File: config.mk
export PLATFORM = sky130hd
export DESIGN_NAME = load_store_unit
export DESIGN_NICKNAME = d
export VERILOG_FILES = /design/src/rtl/load_store_unit.sv
export SDC_FILE = /design/constraint.sdc
export NUM_CORES = 1
export LEC_CHECK = 0
export BUFFER_PORTS_ARGS = -buffer_cell sky130_fd_sc_hd__buf_2
export CORE_UTILIZATION = 45
export DETAILED_ROUTE_END_ITERATION = 8
export PLACE_DENSITY_LB_ADDON = 0.08
export SLEW_MARGIN = 30
export SYNTH_ARGS = -nofsm -noshare
export SYNTH_HDL_FRONTEND = slang
export SYNTH_SLANG_ARGS = --single-unit
File: constraint.sdc
create_clock -name clk -period 2.5 [get_ports clk]
set_input_delay 0.375 -clock clk [delete_from_list [all_inputs] [get_ports clk]]
set_output_delay 0.375 -clock clk [all_outputs]
set_load 0.01 [all_outputs]
File: src/rtl/load_store_unit.sv
// Load/store unit: steers pipeline byte/half/word accesses onto a
// word-wide valid/ready bus, extracts load data and aborts on timeout.
module load_store_unit #(
  parameter int unsigned TIMEOUT_CYCLES = 255
) (
  input  logic        clk,
  input  logic        rst_n,
  input  logic        req_valid,
  input  logic [2:0]  mem_read_type,
  input  logic [3:0]  mem_write_mask,
  input  logic [31:0] addr,
  input  logic [31:0] store_data,
  output logic        busy,
  output logic        done,
  output logic [31:0] load_data,
  output logic        misaligned,
  output logic        bus_error,
  output logic        bus_valid,
  input  logic        bus_ready,
  output logic        bus_we,
  output logic [31:0] bus_addr,
  output logic [3:0]  bus_wstrb,
  output logic [31:0] bus_wdata,
  input  logic [31:0] bus_rdata,
  input  logic        bus_rvalid
);

  localparam logic [2:0] RT_BYTE = 3'd1;
  localparam logic [2:0] RT_HALF = 3'd2;
  localparam logic [2:0] RT_WORD = 3'd3;
  localparam logic [2:0] RT_BU   = 3'd4;
  localparam logic [2:0] RT_HU   = 3'd5;
  localparam int CW = 10;

  typedef enum logic [1:0] {
    S_IDLE,
    S_REQ,
    S_WAIT,
    S_DONE
  } state_e;

  state_e        state_q;
  logic [CW-1:0] cnt_q;
  logic [CW-1:0] cnt_n;
  logic          tmo;
  logic          busy_q;
  logic          done_q;
  logic          mis_q;
  logic          err_q;
  logic          bv_q;
  logic          we_q;
  logic [31:0]   addr_q;
  logic [3:0]    wstrb_q;
  logic [31:0]   wdata_q;
  logic [31:0]   ld_q;
  logic [2:0]    rtype_q;
  logic [1:0]    alo_q;
  logic          hs_q;
  logic          rhit_q;
  logic [31:0]   rbuf_q;

  logic          rd_ok;
  logic          wr_ok;
  logic          mis_c;
  logic [3:0]    wstrb_c;
  logic [31:0]   wdata_c;
  logic [31:0]   rsrc;
  logic [7:0]    lb;
  logic [15:0]   lh;
  logic [31:0]   ld_c;

  always_comb begin
    rd_ok = (mem_read_type >= RT_BYTE) &&
            (mem_read_type <= RT_HU);
    wr_ok = (mem_write_mask == 4'b0001) ||
            (mem_write_mask == 4'b0011) ||
            (mem_write_mask == 4'b1111);
    mis_c = 1'b0;
    if (rd_ok) begin
      mis_c = ((mem_read_type == RT_HALF ||
                mem_read_type == RT_HU) && addr[0]) ||
              (mem_read_type == RT_WORD &&
               addr[1:0] != 2'b00);
    end else if (wr_ok) begin
      mis_c = (mem_write_mask == 4'b0011 && addr[0]) ||
              (mem_write_mask == 4'b1111 &&
               addr[1:0] != 2'b00);
    end
    wstrb_c = mem_write_mask << addr[1:0];
    unique case (1'b1)
      mem_write_mask == 4'b0001:
        wdata_c = {4{store_data[7:0]}};
      mem_write_mask == 4'b0011:
        wdata_c = {2{store_data[15:0]}};
      default:
        wdata_c = store_data;
    endcase
  end

  // Response may have been caught during the post-handshake REQ cycle.
  always_comb begin
    rsrc = rhit_q ? rbuf_q : bus_rdata;
    lb   = rsrc[{alo_q, 3'b000} +: 8];
    lh   = rsrc[{alo_q[1], 4'b0000} +: 16];
    unique case (rtype_q)
      RT_BYTE: ld_c = {{24{lb[7]}}, lb};
      RT_HALF: ld_c = {{16{lh[15]}}, lh};
      RT_BU:   ld_c = {24'b0, lb};
      RT_HU:   ld_c = {16'b0, lh};
      default: ld_c = rsrc;
    endcase
  end

  assign cnt_n = cnt_q + 1'b1;
  assign tmo   = (cnt_n == CW'(TIMEOUT_CYCLES));

  always_ff @(posedge clk) begin
    if (!rst_n) begin
      state_q <= S_IDLE;
      cnt_q   <= '0;
      busy_q  <= 1'b0;
      done_q  <= 1'b0;
      mis_q   <= 1'b0;
      err_q   <= 1'b0;
      bv_q    <= 1'b0;
      we_q    <= 1'b0;
      addr_q  <= '0;
      wstrb_q <= '0;
      wdata_q <= '0;
      ld_q    <= '0;
      rtype_q <= '0;
      alo_q   <= '0;
      hs_q    <= 1'b0;
      rhit_q  <= 1'b0;
      rbuf_q  <= '0;
    end else begin
      done_q <= 1'b0;
      mis_q  <= 1'b0;
      err_q  <= 1'b0;
      unique case (state_q)
        S_IDLE: begin
          if (req_valid && (rd_ok || wr_ok)) begin
            busy_q <= 1'b1;
            if (rd_ok && wr_ok) begin
              state_q <= S_DONE;
              done_q  <= 1'b1;
              err_q   <= 1'b1;
            end else if (mis_c) begin
              state_q <= S_DONE;
              done_q  <= 1'b1;
              mis_q   <= 1'b1;
            end else begin
              state_q <= S_REQ;
              cnt_q   <= '0;
              bv_q    <= 1'b1;
              we_q    <= wr_ok;
              addr_q  <= {addr[31:2], 2'b00};
              wstrb_q <= wr_ok ? wstrb_c : 4'b0;
              wdata_q <= wr_ok ? wdata_c : 32'b0;
              rtype_q <= mem_read_type;
              alo_q   <= addr[1:0];
              hs_q    <= 1'b0;
              rhit_q  <= 1'b0;
            end
          end
        end
        // One settle cycle follows the handshake before moving on.
        S_REQ: begin
          cnt_q <= cnt_n;
          if (hs_q && we_q) begin
            state_q <= S_DONE;
            done_q  <= 1'b1;
          end else if (tmo) begin
            state_q <= S_DONE;
            done_q  <= 1'b1;
            err_q   <= 1'b1;
            bv_q    <= 1'b0;
          end else if (hs_q) begin
            state_q <= S_WAIT;
            if (bus_rvalid) begin
              rhit_q <= 1'b1;
              rbuf_q <= bus_rdata;
            end
          end else if (bv_q && bus_ready) begin
            bv_q <= 1'b0;
            hs_q <= 1'b1;
          end
        end
        S_WAIT: begin
          cnt_q <= cnt_n;
          if (rhit_q || bus_rvalid) begin
            state_q <= S_DONE;
            done_q  <= 1'b1;
            ld_q    <= ld_c;
          end else if (tmo) begin
            state_q <= S_DONE;
            done_q  <= 1'b1;
            err_q   <= 1'b1;
          end
        end
        S_DONE: begin
          state_q <= S_IDLE;
          busy_q  <= 1'b0;
        end
      endcase
    end
  end

  assign busy       = busy_q;
  assign done       = done_q;
  assign load_data  = ld_q;
  assign misaligned = mis_q;
  assign bus_error  = err_q;
  assign bus_valid  = bv_q;
  assign bus_we     = we_q;
  assign bus_addr   = addr_q;
  assign bus_wstrb  = wstrb_q;
  assign bus_wdata  = wdata_q;

endmodule

==> metrics.md, run 1 <==
| Metric | Value |
|---|---|
| 1st-pass router iterations | 5 |
| Post-synthesis sequential area ratio | 41.41% |
| Unique cell type count in the Yosys netlist | 61 |
| Type of origin of the critical path | register |
| Post-route DRC violation count | 0 |
| Max frequency | 421.8 MHz |
| Crit path buffers/inverters | 2 |
| Routed len/inst | 17.01 um |
| FP Rows | 46 |
| Layout Area Growth over Synthesis | 26.43% |
| Routed WL | 21.87 mm |
| Critical-path cell list | ha_4, nand3_2, or3_4, a2111oi_4, buf_4, a21oi_4, buf_12, mux2i_1, nor2_1 |
| Via Count | 7192 |
| Die area | 17170 um^2 |
| Final Util | 59.00% |
| Asr flop ratio synth | 0% |
| RSZ-0062 raised after global routing | no |
| Number of flops mapped to enable cells by yosys | 0 |
| Antenna cells | 0 |
| Most common cell after layout, fill and taps aside | buf_2 |
| Clk sinks | 155 |
| PwrDens | 748.3 nW/um^2 |
| Least-Margin Pin Slew | 1.012 ns |
| Crit Path Category | register to register |
| Port bufs | 211 |
| Post-layout net count | 1175 |
| Min Tclk post-route | 2.371 ns |
| Num CTS Buffers | 17 |
| Arrival time worst endpoint | 2.64 ns |
| CTS tree | yes |
| Dpl ws | 0.03837 ns |
| Die W | 131.0 um |
| Clock Skew | 0.01199 ns |
| Register Area | 3104 um^2 |
| Most frequent cells in the layout | 211 x buf_2, 154 x dfxtp_1, 124 x o21ai_0 |
| Detail Route Antenna Nets | 0 |
| H-tree depth | 4 |
| Die Y | 131.0 um |
| Cells after Synth | 869 |
| CP endpoint kind | register |
| R2R cell count | 9 |
| Vias in the first global route | 6645 |
| Critical Path RT | 2.77 ns |
| I/O pin cnt | 214 |
| Status | completed |
| Levels on crit path | 9 |
| Top FF cell, synth | dfxtp_1 |
| Grt total ovfl | 0 |
| FILL cells | 1524 |
| Final setup fails | 0 |
| Initial antenna violation count | 1 |
| Detailed placement HPWL | 15.10 mm |
| Cell area after synthesis | 7493 um^2 |
| Initial DRC Count | 439 |
| Setup WS post-layout | 0.1293 ns |
| Hold depth | 3 |
| Initial Util | 46.67% |
| Critical path's largest stage delay | 0.42 ns |
| Clock slew at reported path FFs | 0.06 ns |
| Gpl congestion | 0.8345 |
| Max cap viols | 0 |
| Cell family with most CP delay | simple AND/OR/NAND/NOR gates |
| Global-route wire length before repair | 34.36 mm |
| Clock latency on the worst-skew pair | 0.42 ns |
| Total GRT Usage | 25.71% |
| Yosys warning total | 0 |
| Final Cycle Share | 94.83% |
| Slew Limit Fails | 0 |
| Vias per cell | 5.593 |
| Cell at the slowest stage of the critical path | dfxtp_1 |
| Peak supply drop | 0.5062 mV |
| Maximum clock path buffer count | 2 |
| Root Buffer Master | clkbuf_16 |
| Relative slew slack | 31.82% |
| Class of the worst hold path | input pin to register |
| Final Hold Fails | 0 |
| CP max FO | 32 |
| CORE AREA | 16060 um^2 |
| Leak Pwr | 0.003828 uW |
| # Post-CTS Setup Buffers | 0 |
| Syn_area_per_cell | 8.623 um^2 |
| Setup tns final | 0 ns |
| Multi-input combinational cell area | 4086 um^2 |
| Yosys reg bits | 155 |
| Share of layout cells above drive strength 1 | 31.78% |
| Largest net degree at the start of global routing | 77 |
-- tightest hold or removal path, cell delays in order --
cell and delay [ns]:
buf_2 0.09, nand3_1 0.05, a21oi_1 0.05
-- metal layers --
metal  global-route usage, %  routed length, um  up-vias
li1                        -                  -     3576
met1                   33.85              10020     3382
met2                   40.34               9994      206
met3                   8.510               1560       26
met4                   6.761                281        2
met5                       0                 12        -
-- logic make-up after synthesis --
family / count (synthesis) / share of synthesized area (%)
AO/OA/AOI/OAI: 334 / 25.98
XOR/XNOR: 5 / 0.5844
adder cells (fa/ha/maj): 6 / 1.002
buffers and inverters: 88 / 4.692
flip-flops: 155 / 41.41
multiplexers: 91 / 14.31
other: 1 / 0.05004
AND/OR/NAND/NOR: 189 / 11.97
-- worst paths after layout --
check	startpoint	to	slack, ns
setup reg to reg	cnt_q[1]	rbuf_q[31]	0.13
hold / removal	addr[13]	bus_addr[13]	0.20
setup / recovery	cnt_q[1]	rbuf_q[31]	0.13
hold reg to reg	load_data[12]	load_data[12]	0.45
-- cell usage after synthesis, drive strengths merged, types with 12 or more instances --
cell type  instances  area share, %
a211oi            12            1.3
a21oi            125            8.4
buf               20            1.3
clkbuf            54            2.7
dfxtp            155             41
inv               14           0.70
mux2              39            5.9
mux2i             43            5.7
nand2             34            1.7
nand3             44            3.0
nand4             20            1.7
nor2              61            3.1
o211ai            18            1.8
o21ai            126            8.4
-- power by group --
group          internal, uW  total [uW]  switching [uW]
sequential             2640        2740             101
combinational           636        1760            1120
clock                  1600        2590             990
total                  4870        7090            2220
-- repair_timing --
action / 4_1_cts / 5_1_grt
resized for setup: 0 / 3
setup endpoints to repair: 0 / 35
hold buffers: 0 / 0
-- flip-flops by register name (all words and copies together), names as in the netlist, 2 cells and up --
register and cells:
rtype_q 3, cnt_q 10, bus_wstrb 4, state_q 2, bus_wdata 32, rbuf_q 32
alo_q 2, bus_addr 30, load_data 32
-- stage by stage --
stage	hold slack, ns	power (uW)	area [um^2]	std cells
2_1_floorplan	0.4544	3837	7497	870
3_3_place_gp	0.4397	4551	8884	1258
3_5_place_dp	0.4400	4539	8884	1258
4_1_cts	0.1911	7135	9462	1286
5_1_grt	0.1929	7446	9474	1286
6_report	0.2001	7089	9474	1286
-- area by class of cell --
| cell class | instances | share of cell area (%) |
|---|---|---|
| Clock buffer | 20 | 4.820 |
| Inverter | 14 | 0.5679 |
| Clock inverter | 8 | 1.281 |
| Tap cell | 216 | 2.853 |
| Multi-Input combinational cell | 627 | 43.13 |
| Sequential cell | 155 | 32.77 |
| Timing Repair Buffer | 246 | 14.58 |
Power figures use the tool's default switching activity.
==> run 2, diff against run 1 <==
- CORE_MARGIN: unset -> 3
- REMOVE_ABC_BUFFERS: unset -> 1
==> metrics.md, run 2 (synthesized netlist as in run 1, its figures left out) <==
| Metric | Value |
|---|---|
| Critical-path cell list | ha_2, nand3_2, or3_4, a2111oi_4, buf_4, a21oi_4, buf_12, mux2i_1, nor2_1 |
| Status | completed |
| Min Hold Slack | 0.1949 ns |
| Root Buffer Master | clkbuf_16 |
| CP endpoint kind | register |
| Most common cell after layout, fill and taps aside | buf_2 |
| Routed len/inst | 16.94 um |
| Gpl congestion | 0.8134 |
| Least-Margin Pin Slew | 0.7537 ns |
| Initial antenna violation count | 4 |
| Detailed placement HPWL | 14.72 mm |
| Crit Path Category | register to register |
| Num CTS Buffers | 17 |
| Via Count | 7197 |
| Final Cycle Share | 93.38% |
| Critical Path RT | 2.79 ns |
| Post-route DRC violation count | 0 |
| FILL cells | 1482 |
| CORE AREA | 16120 um^2 |
| CP max FO | 32 |
| Port bufs | 211 |
| 1st-pass router iterations | 5 |
| Clk sinks | 155 |
| Routed WL | 21.80 mm |
| Final Hold Fails | 0 |
| Clock slew at reported path FFs | 0.07 ns |
| Type of origin of the critical path | register |
| RSZ-0062 raised after global routing | no |
| Total GRT Usage | 23.67% |
| PwrDens | 769.0 nW/um^2 |
| Clock latency on the worst-skew pair | 0.42 ns |
| Maximum clock path buffer count | 2 |
| Grt total ovfl | 0 |
| I/O pin cnt | 214 |
| Most frequent cells in the layout | 211 x buf_2, 152 x dfxtp_1, 124 x o21ai_0 |
| Max cap viols | 0 |
| Layout Area Growth over Synthesis | 27.23% |
| Post-layout net count | 1170 |
| Die Y | 135.0 um |
| Peak supply drop | 0.5452 mV |
| Die W | 135.0 um |
| Initial Util | 46.50% |
| Setup tns final | 0 ns |
| Die area | 18240 um^2 |
| Largest net degree at the start of global routing | 89 |
| Max frequency | 428.4 MHz |
| Critical path's largest stage delay | 0.42 ns |
| Detail Route Antenna Nets | 0 |
| Share of layout cells above drive strength 1 | 31.99% |
| Arrival time worst endpoint | 2.63 ns |
| Vias in the first global route | 6837 |
| Slew Limit Fails | 0 |
| FP Rows | 46 |
| Relative slew slack | 49.52% |
| Final setup fails | 0 |
| CTS tree | yes |
| Class of the worst hold path | input pin to register |
| # Post-CTS Setup Buffers | 0 |
| Leak Pwr | 0.003842 uW |
| Clock Skew | 0.007053 ns |
| Cell at the slowest stage of the critical path | a2111oi_4 |
| Global-route wire length before repair | 35.01 mm |
| CTS resizes | 0 |
| H-tree depth | 4 |
| Initial DRC Count | 404 |
| Vias per cell | 5.592 |
| Min Tclk post-route | 2.334 ns |
| Hold Buf Count CTS | 0 |
| R2r setup slk | 0.17 ns |
run 2: worst max-delay path, delay by kind of cell, from the launching register on:
family                   cells  cell delay (ns)
adder cells (fa/ha/maj)      1             0.23
flip-flops                   1             0.37
multiplexers                 1             0.19
buffers and inverters        2             0.37
AO/OA/AOI/OAI                2             0.47
AND/OR/NAND/NOR              3             0.55
run 2: report_power, final:
part | total, uW | switching, uW | internal [uW] | leakage, uW
logic | 1710 | 1100 | 611 | 0.00227
registers | 2750 | 110 | 2640 | 0.00125
clock network | 2870 | 1070 | 1800 | 0.000317
run 2: final timing paths:
path,startpoint,cells past startpoint,endpoint
worst max-delay path,cnt_q[0],9,rbuf_q[11]
worst min register to register,load_data[9],2,load_data[9]
worst min-delay path,addr[29],3,bus_addr[29]
worst max register to register,cnt_q[0],9,rbuf_q[11]
run 2: stage by stage:
stage               setup WS [ns]  power, uW  cell area [um^2]  instances  utilization, %
global route              0.01978       7692              9532       1286           59.15
detailed placement        0.04356       4495              8859       1253           54.97
floorplan                  -1.844       3735              7198        796               -
finish                     0.1655       7331              9534       1287           59.16
global placement           0.1436       4496              8859       1253           54.97
CTS                       0.02774       7383              9513       1285           59.03
run 2: area by class of cell:
cell class / count / area [um^2] / area share (%)
multi-input cells: 627 / 4088 / 42.87
repair buffers: 241 / 1356 / 14.23
diodes: 2 / 5.005 / 0.05249
inverters: 14 / 53.80 / 0.5643
clock buffers: 18 / 439.2 / 4.606
flip-flops and latches: 155 / 3107 / 32.59
well taps: 216 / 270.3 / 2.835
clock inverters: 14 / 215.2 / 2.257
run 2: metal layers:
layer / vias to the layer above / track usage (%) / part of all wire [%]
met5: - / 0 / 0.19
met4: 6 / 5.991 / 1.0
met3: 23 / 9.613 / 9.2
met2: 225 / 36.83 / 45
met1: 3377 / 30.84 / 44
li1: 3566 / - / -
==> run 3, diff against run 2 <==
- CORE_UTILIZATION: 45 -> 30
==> metrics.md, run 3 (synthesized netlist as in run 1, its figures left out) <==
| Metric | Value |
|---|---|
| FILL cells | 2563 |
| Routed WL | 25.17 mm |
| Num CTS Buffers | 17 |
| Part of the power in registers | 39.3% |
| Clock latency on the worst-skew pair | 0.43 ns |
| Port bufs | 211 |
| # Post-CTS Setup Buffers | 0 |
| Clk pwr share | 34.9% |
| Cell at the slowest stage of the critical path | a2111oi_4 |
| Gpl congestion | 0.7806 |
| PwrDens | 727.9 nW/um^2 |
| NetSw | 2415 uW |
| Logic gate share of total power | 25.8% |
| Largest net degree at the start of global routing | 85 |
| Relative slew slack | 50.04% |
| CP endpoint kind | register |
| Maximum clock path buffer count | 2 |
| Die Y | 164.0 um |
| Crit Path Category | register to register |
| Sw Share | 34.51% |
| Root Buffer Master | clkbuf_16 |
| FP Rows | 57 |
| CORE AREA | 24460 um^2 |
| Overall power | 6997 uW |
| Clock slew at reported path FFs | 0.07 ns |
| Share of layout cells above drive strength 1 | 32.09% |
| Critical-path cell list | ha_1, nand3_2, or3_4, a2111oi_4, buf_4, nand2_1, o211ai_1, a211oi_1 |
| Crit path from | cnt_q[1] |
| Initial antenna violation count | 7 |
| Most common cell after layout, fill and taps aside | buf_2 |
| R2R cell count | 8 |
| CTS tree | yes |
| Critical Path RT | 2.78 ns |
| Cell-internal power | 4582 uW |
| CP max FO | 5 |
| Reg2reg start | cnt_q[1] |
| Max frequency | 420.4 MHz |
| Critical path's largest stage delay | 0.42 ns |
| Final Hold Fails | 0 |
| Final setup fails | 0 |
| RSZ-0062 raised after global routing | no |
| Detailed placement HPWL | 17.07 mm |
| H-tree depth | 4 |
| Crit path to | rhit_q |
| Most frequent cells in the layout | 211 x buf_2, 153 x dfxtp_1, 125 x o21ai_0 |
| Die W | 164.0 um |
| Layout Area Growth over Synthesis | 28.29% |
| Least-Margin Pin Slew | 0.7468 ns |
| Final Instance Area | 9613 um^2 |
| Setup tns final | 0 ns |
| Via Count | 7245 |
| Reg2reg end | rhit_q |
| Routed len/inst | 17.97 um |
| Initial DRC Count | 370 |
| Max cap viols | 0 |
| Min Tclk post-route | 2.379 ns |
| Min Hold Slack | 0.1876 ns |
| Global-route wire length before repair | 39.93 mm |
| Clock Skew | 0.009037 ns |
| Post-route DRC violation count | 0 |
| Register Area | 3105 um^2 |
| Total GRT Usage | 18.79% |
| Initial Util | 30.63% |
| Peak supply drop | 0.2762 mV |
| Class of the worst hold path | input pin to register |
| R2r setup slk | 0.12 ns |
| Detail Route Antenna Nets | 0 |
| Clk sinks | 155 |
| Type of origin of the critical path | register |
| Vias in the first global route | 7026 |
| Multi-input combinational cell area | 4088 um^2 |
| Die area | 26910 um^2 |
| 1st-pass router iterations | 5 |
| Status | completed |
| Slew Limit Fails | 0 |
| Leak Pwr | 0.003815 uW |
| Arrival time worst endpoint | 2.66 ns |
| Post-layout net count | 1176 |
| Vias per cell | 5.171 |
| DP Area | 9065 um^2 |
| I/O pin cnt | 214 |
| Final Cycle Share | 95.15% |
| Grt total ovfl | 0 |
run 3: worst max-delay path: cells and delay by family (launching register included):
family | cells | cell delay (ns)
buffers and inverters | 1 | 0.20
AND/OR/NAND/NOR | 3 | 0.59
AO/OA/AOI/OAI | 3 | 0.85
adder cells (fa/ha/maj) | 1 | 0.20
flip-flops | 1 | 0.39
run 3: final cells by class:
cell class | count | area share [%]
antenna | 2 | 0.05206
clock buffer | 19 | 4.503
clock inverter | 13 | 1.132
inverter | 14 | 0.5597
multi-input combinational | 627 | 42.52
sequential | 155 | 32.31
tap | 324 | 4.217
timing repair buffer | 247 | 14.71
run 3: how the worst min path moves through the flow:
stage / start / endpoint / depth (start not counted)
after floorplan: rbuf_q[0] / rbuf_q[0] / 2
after global placement: load_data[9] / load_data[9] / 2
after detailed placement: load_data[9] / load_data[9] / 2
after CTS: addr[5] / bus_addr[5] / 3
after global routing: addr[5] / bus_addr[5] / 3
final: addr[28] / bus_addr[28] / 3
run 3: power by group through the flow:
stage	registers, uW	clock network, uW	logic (uW)
floorplan	2860	0	876
global placement	2800	0	1840
finish	2750	2440	1810
detailed placement	2800	0	1830
global route	2770	2630	2020
CTS	2750	2520	1840
run 3: through the flow:
step | instances | setup slack [ns] | util [%]
global placement | 1367 | 0.05348 | 37.01
floorplan | 796 | -1.844 | -
CTS | 1399 | 0.08603 | 39.27
global route | 1401 | 0.007256 | 39.30
detailed placement | 1367 | 0.09175 | 37.06
finish | 1401 | 0.1213 | 39.30
run 3: routing by layer:
metal / wire length, um / up-vias / global-route usage (%)
li1: - / 3578 / -
met1: 11390 / 3420 / 24.66
met2: 11310 / 201 / 28.75
met3: 1989 / 36 / 7.062
met4: 434 / 10 / 5.652
met5: 49 / - / 0
run 3: what timing repair did:
item                       4_1_cts  5_1_grt
hold buffers                     0        0
setup endpoints to repair        0        2
gates resized for setup          0        1
